`src/rtl/alu_uart_ctrl_pkg.sv`:
```
// rtl/alu_uart_ctrl_pkg.sv - FSM state encoding and ALU opcode constants for alu_uart_ctrl
package alu_uart_ctrl_pkg;

    typedef enum logic [2:0] {
        WAIT_A  = 3'd0,
        WAIT_B  = 3'd1,
        WAIT_OP = 3'd2,
        CALC    = 3'd3,
        SEND    = 3'd4
    } state_t;

    // Opcodes shared with the alu instance and the benches
    localparam logic [5:0] OP_ADD = 6'h20;
    localparam logic [5:0] OP_SUB = 6'h22;
    localparam logic [5:0] OP_AND = 6'h24;
    localparam logic [5:0] OP_OR  = 6'h25;
    localparam logic [5:0] OP_XOR = 6'h26;
    localparam logic [5:0] OP_NOR = 6'h27;
    localparam logic [5:0] OP_SRL = 6'h02;
    localparam logic [5:0] OP_SRA = 6'h03;

endpackage

```
`src/rtl/alu_uart_ctrl_if.sv`:
```
// rtl/alu_uart_ctrl_if.sv - UART/ALU side signal bundle for alu_uart_ctrl (o_timeout under ALU_CTRL_TIMEOUT_EN)
interface alu_uart_ctrl_if #(
    parameter int NB_DATA = 8,
    parameter int NB_OP   = 6
);
    logic [NB_DATA-1:0] i_rx_data;
    logic               i_rx_valid;
    logic [NB_OP-1:0]   o_alu_op;
    logic [NB_DATA-1:0] o_alu_data_A;
    logic [NB_DATA-1:0] o_alu_data_B;
    logic [NB_DATA-1:0] i_alu_result;
    logic [NB_DATA-1:0] o_tx_data;
    logic               o_tx_valid;
    logic               i_tx_ready;
    logic               o_busy;
    logic               o_rx_drop;
`ifdef ALU_CTRL_TIMEOUT_EN
    logic               o_timeout;
`endif

    modport master (
        input  i_rx_data, i_rx_valid, i_alu_result, i_tx_ready,
        output o_alu_op, o_alu_data_A, o_alu_data_B, o_tx_data, o_tx_valid,
`ifdef ALU_CTRL_TIMEOUT_EN
        output o_timeout,
`endif
        output o_busy, o_rx_drop
    );

    modport slave (
        output i_rx_data, i_rx_valid, i_alu_result, i_tx_ready,
        input  o_alu_op, o_alu_data_A, o_alu_data_B, o_tx_data, o_tx_valid,
`ifdef ALU_CTRL_TIMEOUT_EN
        input  o_timeout,
`endif
        input  o_busy, o_rx_drop
    );

endinterface

```
`src/rtl/alu_uart_ctrl_byte_timeout.sv`:
```
// rtl/alu_uart_ctrl_byte_timeout.sv - idle-cycle counter with clear/enable and one-cycle expire strobe
module alu_uart_ctrl_byte_timeout #(
    parameter int CYCLES = 50000
) (
    input  logic clk,
    input  logic rst_n,
    input  logic clear,
    input  logic enable,
    output logic expire
);
    localparam int W = $clog2(CYCLES + 1);

    logic [W-1:0] cnt;

    // Fires on the CYCLES-th consecutive enabled, uncleared cycle
    assign expire = enable && !clear && (cnt == W'(CYCLES - 1));

    always_ff @(posedge clk or negedge rst_n) begin
        if (!rst_n) begin
            cnt <= '0;
        end else if (clear || expire) begin
            cnt <= '0;
        end else if (enable) begin
            cnt <= cnt + 1'b1;
        end
    end

endmodule

```
`src/rtl/alu_uart_ctrl.sv`:
```
// rtl/alu_uart_ctrl.sv - collects A, B, opcode bytes from uart_rx, drives the ALU, returns the result to uart_tx
// Optional inter-byte timeout enabled by ALU_CTRL_TIMEOUT_EN.
module alu_uart_ctrl
    import alu_uart_ctrl_pkg::*;
#(
    parameter int NB_DATA = 8,
    parameter int NB_OP   = 6
`ifdef ALU_CTRL_TIMEOUT_EN
    ,
    parameter int TIMEOUT_CYCLES = 50000
`endif
) (
    input  logic           i_clk,
    input  logic           i_reset_n,
    alu_uart_ctrl_if.master bus
);
    state_t             state;
    logic [NB_DATA-1:0] a_q;
    logic [NB_DATA-1:0] b_q;
    logic [NB_OP-1:0]   op_q;
    logic [NB_DATA-1:0] tx_q;
    logic               tx_valid_q;
    logic               busy_q;
    logic               drop_q;
    logic               expire;

`ifdef ALU_CTRL_TIMEOUT_EN
    logic timeout_q;
    logic waiting;

    assign waiting = (state == WAIT_B) || (state == WAIT_OP);

    alu_uart_ctrl_byte_timeout #(.CYCLES(TIMEOUT_CYCLES)) u_timeout (
        .clk    (i_clk),
        .rst_n  (i_reset_n),
        .clear  (bus.i_rx_valid || !waiting),
        .enable (waiting),
        .expire (expire)
    );

    assign bus.o_timeout = timeout_q;
`else
    assign expire = 1'b0;
`endif

    always_ff @(posedge i_clk or negedge i_reset_n) begin
        if (!i_reset_n) begin
            state      <= WAIT_A;
            a_q        <= '0;
            b_q        <= '0;
            op_q       <= '0;
            tx_q       <= '0;
            tx_valid_q <= 1'b0;
            busy_q     <= 1'b0;
            drop_q     <= 1'b0;
`ifdef ALU_CTRL_TIMEOUT_EN
            timeout_q  <= 1'b0;
`endif
        end else begin
            drop_q <= 1'b0;
`ifdef ALU_CTRL_TIMEOUT_EN
            timeout_q <= 1'b0;
`endif
            case (state)
                WAIT_A: begin
                    if (bus.i_rx_valid) begin
                        a_q   <= bus.i_rx_data;
                        state <= WAIT_B;
                    end
                end
                WAIT_B: begin
                    if (bus.i_rx_valid) begin
                        b_q   <= bus.i_rx_data;
                        state <= WAIT_OP;
                    end else if (expire) begin
                        state <= WAIT_A;
`ifdef ALU_CTRL_TIMEOUT_EN
                        timeout_q <= 1'b1;
`endif
                    end
                end
                WAIT_OP: begin
                    if (bus.i_rx_valid) begin
                        op_q   <= bus.i_rx_data[NB_OP-1:0];
                        busy_q <= 1'b1;
                        state  <= CALC;
                    end else if (expire) begin
                        state <= WAIT_A;
`ifdef ALU_CTRL_TIMEOUT_EN
                        timeout_q <= 1'b1;
`endif
                    end
                end
                CALC: begin
                    drop_q     <= bus.i_rx_valid;
                    tx_q       <= bus.i_alu_result;
                    tx_valid_q <= 1'b1;
                    state      <= SEND;
                end
                SEND: begin
                    // A byte landing on the handshake cycle is still discarded
                    drop_q <= bus.i_rx_valid;
                    if (bus.i_tx_ready) begin
                        tx_valid_q <= 1'b0;
                        busy_q     <= 1'b0;
                        state      <= WAIT_A;
                    end
                end
                default: state <= WAIT_A;
            endcase
        end
    end

    assign bus.o_alu_data_A = a_q;
    assign bus.o_alu_data_B = b_q;
    assign bus.o_alu_op     = op_q;
    assign bus.o_tx_data    = tx_q;
    assign bus.o_tx_valid   = tx_valid_q;
    assign bus.o_busy       = busy_q;
    assign bus.o_rx_drop    = drop_q;

endmodule

```
`src/flat_wrapper.sv`:
```
// flat-port wrapper written by rule: the top's interface ports become plain ports
module alu_uart_ctrl_flat import alu_uart_ctrl_pkg::*;
#(
    parameter int NB_DATA = 8,
    parameter int NB_OP   = 6

)
  (i_clk, i_reset_n, bus_i_rx_data, bus_i_rx_valid, bus_i_alu_result, bus_i_tx_ready, bus_o_alu_op, bus_o_alu_data_A, bus_o_alu_data_B, bus_o_tx_data, bus_o_tx_valid, bus_o_busy, bus_o_rx_drop);
  alu_uart_ctrl_if #(.NB_DATA(NB_DATA), .NB_OP(NB_OP)) bus_i ();
  input  logic i_clk;
  input  logic i_reset_n;
  input wire logic [$bits(bus_i.i_rx_data)-1:0] bus_i_rx_data;
  input wire logic [$bits(bus_i.i_rx_valid)-1:0] bus_i_rx_valid;
  input wire logic [$bits(bus_i.i_alu_result)-1:0] bus_i_alu_result;
  input wire logic [$bits(bus_i.i_tx_ready)-1:0] bus_i_tx_ready;
  output wire logic [$bits(bus_i.o_alu_op)-1:0] bus_o_alu_op;
  output wire logic [$bits(bus_i.o_alu_data_A)-1:0] bus_o_alu_data_A;
  output wire logic [$bits(bus_i.o_alu_data_B)-1:0] bus_o_alu_data_B;
  output wire logic [$bits(bus_i.o_tx_data)-1:0] bus_o_tx_data;
  output wire logic [$bits(bus_i.o_tx_valid)-1:0] bus_o_tx_valid;
  output wire logic [$bits(bus_i.o_busy)-1:0] bus_o_busy;
  output wire logic [$bits(bus_i.o_rx_drop)-1:0] bus_o_rx_drop;
  assign bus_i.i_rx_data = bus_i_rx_data;
  assign bus_i.i_rx_valid = bus_i_rx_valid;
  assign bus_i.i_alu_result = bus_i_alu_result;
  assign bus_i.i_tx_ready = bus_i_tx_ready;
  assign bus_o_alu_op = bus_i.o_alu_op;
  assign bus_o_alu_data_A = bus_i.o_alu_data_A;
  assign bus_o_alu_data_B = bus_i.o_alu_data_B;
  assign bus_o_tx_data = bus_i.o_tx_data;
  assign bus_o_tx_valid = bus_i.o_tx_valid;
  assign bus_o_busy = bus_i.o_busy;
  assign bus_o_rx_drop = bus_i.o_rx_drop;
  alu_uart_ctrl #(.NB_DATA(NB_DATA), .NB_OP(NB_OP)) u_core (.i_clk(i_clk), .i_reset_n(i_reset_n), .bus(bus_i));
endmodule
```
`config.mk`:
```
export PLATFORM = sky130hd
export DESIGN_NAME = alu_uart_ctrl_flat
export DESIGN_NICKNAME = d
export VERILOG_FILES = /design/src/rtl/alu_uart_ctrl_pkg.sv /design/src/rtl/alu_uart_ctrl_if.sv /design/src/rtl/alu_uart_ctrl_byte_timeout.sv /design/src/rtl/alu_uart_ctrl.sv /design/src/flat_wrapper.sv
export SDC_FILE = /design/constraint.sdc
export NUM_CORES = 1
export LEC_CHECK = 0
export BUFFER_PORTS_ARGS = -buffer_cell sky130_fd_sc_hd__buf_2
export CORE_ASPECT_RATIO = 0.5
export CORE_MARGIN = 1.5
export CORE_UTILIZATION = 40
export DETAILED_ROUTE_END_ITERATION = 7
export PLACE_DENSITY = 0.67
export SYNTH_ARGS = -nofsm -noshare
export SYNTH_HDL_FRONTEND = slang
export SYNTH_SLANG_ARGS = --single-unit
```
`constraint.sdc`:
```
create_clock -name i_clk -period 5.2 [get_ports i_clk]
set_clock_uncertainty 0.2 [all_clocks]
set_input_delay 0.52 -clock i_clk [delete_from_list [all_inputs] [get_ports i_clk]]
set_output_delay 0.52 -clock i_clk [all_outputs]
set_load 0.005 [all_outputs]
```
==> results.md <==
Finish:
- The final layout net count is 164.
- From synthesis to final layout, the design area changed by 30.31%.
- The repair_antennas step left the layout with diodes totalling 0.
- Counting the fill cells in the layout gives 305.
- The post-route netlist has between 60% and 70% of its cells at a drive strength greater than 1.

GRT:
- The via count of the first global-routing pass is 829.
- The total overflow left after global routing is 0.
- The first global-routing pass estimated 4036 µm of wire.
- The largest net degree at the start of global routing is 37.
- Across every metal layer, demand over resource in global routing totals 13.97%.
- The initial antenna violation count came to 0.

Power:
- The clock group share of total power is 28.2%.
- For this design the static power due to leakage is 0.0008723 µW.
- In this run switching power makes up 26.25% of total power.
- Summed over all nets, the switching power comes to 317.4 µW.
- The power per cell area is 640.6 mW/mm².
- The sequential cell fraction of total power is 40.9%.
- The power share of the combinational group is 30.9%.
- Across the VDD grid, the largest voltage drop is between 200 and 300 µV.
- The final total power is 1209 µW.
- The internal portion of the total power is 892.0 µW.

Floorplanning:
- The number of standard-cell rows in the floorplan is 15.
- The floorplan step set the die height to 45.56 µm.
- The floorplan step set the die width to 88.12 µm.
- The die covers 0.004014 mm².
- For this design the top-level I/O count stands at 53.
- The area inside the core boundary is approximately 0.0035 mm².
- The initial cell density of the core is around two fifths.

Setup path:
- The critical path buffer and inverter count is 0.
- The biggest cell delay along the critical path is roughly 610 ps.
- The category of the most critical setup path is reg2reg.
- The capturing element type of the critical path is a flip-flop.
- STA puts the critical path data arrival time at 1780 ps.
- On the critical path, the stage with the largest delay is an instance of nor4b_4.
- The peak fanout along the critical path is 10.
- The required time at the endpoint of the critical path is 5170 ps.
- On the critical path the largest part of the delay comes from simple AND/OR/NAND/NOR gates.
- The worst setup path is launched from a flip-flop.
- The critical path goes through nor4b_4 -> mux2_2.

Timing:
- The final-report max-slew violation count is 0.
- Setup violations remaining at the end of the flow were counted as 0.
- Setup repair after global routing left no endpoint under its margin.
- After layout, the worst path uses 34.83% of the clock period.
- In the final timing run, aggregate negative setup slack is 0 ps.
- The clock period could shrink to approximately 1800 ps.
- The maximum frequency from static timing analysis is 0.5521 GHz.
- The final number of hold-violating endpoints is 0.
- At the pin with the least slew margin, the transition time is 770.5 ps.
- The relative slew slack is 48.63%.

Min path:
- In this run the worst hold path is classified as in2async.

Synth:
- Of the post-synthesis cell area, the dominant cell type holds 62.18%.
- Averaged over all synthesized cells, the footprint is 16.10 µm².
- The mapped netlist covers between 0.001 and 0.0015 mm².
- The net count after synthesis is 110.
- The number of instances in the synthesized netlist is 90.
- After synthesis, the netlist uses 15 different library cells.
- The top cell type by total area after synthesis is dfrtp_1.
- By area the synthesized netlist is led by dfrtp_1 (62%), mux2_2 (23%), buf_6 (2.3%).
- The Yosys step of the flow raised 0 warnings.
- Of the synthesized area, sequential elements account for 62.18%.
- The register bit total from synthesis is 36.

Clock tree:
- The number of buffers inserted to repair setup after CTS is 0.
- The clock-pin transition on the worst setup and hold timing paths is roughly 70 ps.
- The number of gates given a new drive strength after cts is 0.
- The number of clock buffers inserted by TritonCTS is 5.
- Hold repair after CTS inserted 0 buffers.
- The number of H-tree levels is 2.
- The insertion delay to the later sink of the worst-skew pair is 280 ps.
- The clock sink count is 36.
- TritonCTS built the clock tree.
- Counting along the longest clock path gives a buffer depth of 2.
- CTS placed an instance of clkbuf_8 at the clock tree root.

Routing:
- After detailed routing, the number of vias per cell comes to 4.587.
- The final routed wire length divided by cell count is 13.03 µm.
- The count of nets left with antenna violations once routing finished came out at 0.
- The detailed router placed 899 vias in this run.
- In this run, the number of DRC markers left after iteration 0 of detailed routing was 52.
- The first detailed-routing pass ran for 2 iterations.
- The wire length reported by the detailed router is 2553 µm.
- The number of design rule violations left after detail routing is 0.

Placed design:
- The placed wire-length estimate after detailed placement is 1813 µm.
- Input and output buffers added on the ports amount to between 50 and 60.
- At the end of routability-driven placement, the weighted congestion stood at 0.6756.

Run status:
- The flow ran to the end, and the final reports show no timing, DRC or antenna violations.

Job:
- Across the run, the number of max-cap violations was 0.
state kept, by name, summed over array words and instances, names as in the netlist:
name                     cells
u_core.bus.o_alu_data_A      8
u_core.bus.o_alu_data_B      8
u_core.bus.o_alu_op          6
u_core.bus.o_busy            1
u_core.bus.o_rx_drop         1
u_core.bus.o_tx_data         8
u_core.bus.o_tx_valid        1
u_core.state                 3
power groups by stage:
stage,Sequential (µW),Clock (µW),Combinational [µW]
6_report,494,341,374
5_1_grt,515,357,414
4_1_cts,498,346,384
3_5_place_dp,503,0,383
3_3_place_gp,497,0,372
2_1_floorplan,493,0,240
synthesized netlist by cell type:
cell,n
dfrtp_1,36
mux2_2,30
and2b_1,3
buf_6,3
or3b_2,3
a21oi_1,2
and4bb_2,2
buf_2,2
nand2b_1,2
nand3b_1,2
a211o_1,1
a21boi_0,1
a221o_1,1
nor4b_4,1
o21ai_0,1
path summary, 6_finish.rpt:
path                                                          start                                     end  slack [ps]  cells after the start
worst max-delay path                    u_core.state[2]$_DFFE_PN0P_  u_core.bus.o_alu_data_A[4]$_DFFE_PN0P_        3390                      2
worst min register to register  u_core.bus.o_tx_data[3]$_DFFE_PN0P_     u_core.bus.o_tx_data[3]$_DFFE_PN0P_         300                      1
min in group i_clk                                   bus_i_tx_ready             u_core.state[2]$_DFFE_PN0P_         250                      2
worst min-delay path                                      i_reset_n  u_core.bus.o_alu_data_B[0]$_DFFE_PN0P_         110                      1
max in group asynchronous                                 i_reset_n     u_core.bus.o_tx_data[3]$_DFFE_PN0P_        4210                      1
worst max register to register          u_core.state[2]$_DFFE_PN0P_  u_core.bus.o_alu_data_A[4]$_DFFE_PN0P_        3390                      2
placed cells by master (no fill, tap or decap), drive strengths merged:
| cell | Yosys | final |
|---|---|---|
| clkbuf | 0 | 5 |
| dfrtp | 36 | 36 |
| a21boi | 1 | 1 |
| buf | 5 | 52 |
| bufinv | 0 | 3 |
| nand2b | 2 | 2 |
| nor4b | 1 | 1 |
| a21oi | 2 | 2 |
| and2b | 3 | 3 |
| a221o | 1 | 1 |
| o21ai | 1 | 1 |
| and4bb | 2 | 2 |
| a211o | 1 | 1 |
| nand3b | 2 | 2 |
| mux2 | 30 | 30 |
| or3b | 3 | 3 |
layer usage:
| metal | wire length [µm] | part of all wire [%] | track usage [%] |
|---|---|---|---|
| met3 | 121 | 4.7 | 5.072 |
| met2 | 1288 | 50 | 21.22 |
| met5 | 0 | 0 | 0 |
| met1 | 1143 | 45 | 18.53 |
| met4 | 0 | 0 | 5.625 |
cells by family after synthesis:
| group | after synthesis | synth area share [%] |
|---|---|---|
| buf+inv | 5 | 3.022 |
| mux | 30 | 23.32 |
| simple gates | 13 | 8.635 |
| compound gates | 6 | 2.850 |
| flops | 36 | 62.18 |
worst register-to-register path, delay by kind of cell, from the launching register on:
| kind | cells | cell delay (ps) |
|---|---|---|
| and+or+nand+nor | 1 | 610 |
| muxes | 1 | 400 |
| DFF | 1 | 490 |
cell type report:
class	instances	area (µm²)	area share, %
clock buffers	5	68.82	3.645
clock inverters	3	90.09	4.771
multi-input cells	49	504.2	26.71
flip-flops and latches	36	900.9	47.71
well taps	51	63.81	3.380
repair buffers	52	260.3	13.78
per-stage QoR:
step | hold WS [ps] | utilization, % | cells | setup WS [ps] | area, µm²
6_report | 106.1 | 54.67 | 196 | 3389 | 1888
4_1_cts | 140.8 | 54.67 | 196 | 3359 | 1888
3_3_place_gp | 280.5 | 50.07 | 188 | 3344 | 1729
2_1_floorplan | 24.41 | - | 90 | 3559 | 1449
3_5_place_dp | 286.9 | 50.07 | 188 | 3281 | 1729
5_1_grt | 165.9 | 54.67 | 196 | 3295 | 1888
(Power assumes the default switching activity.)
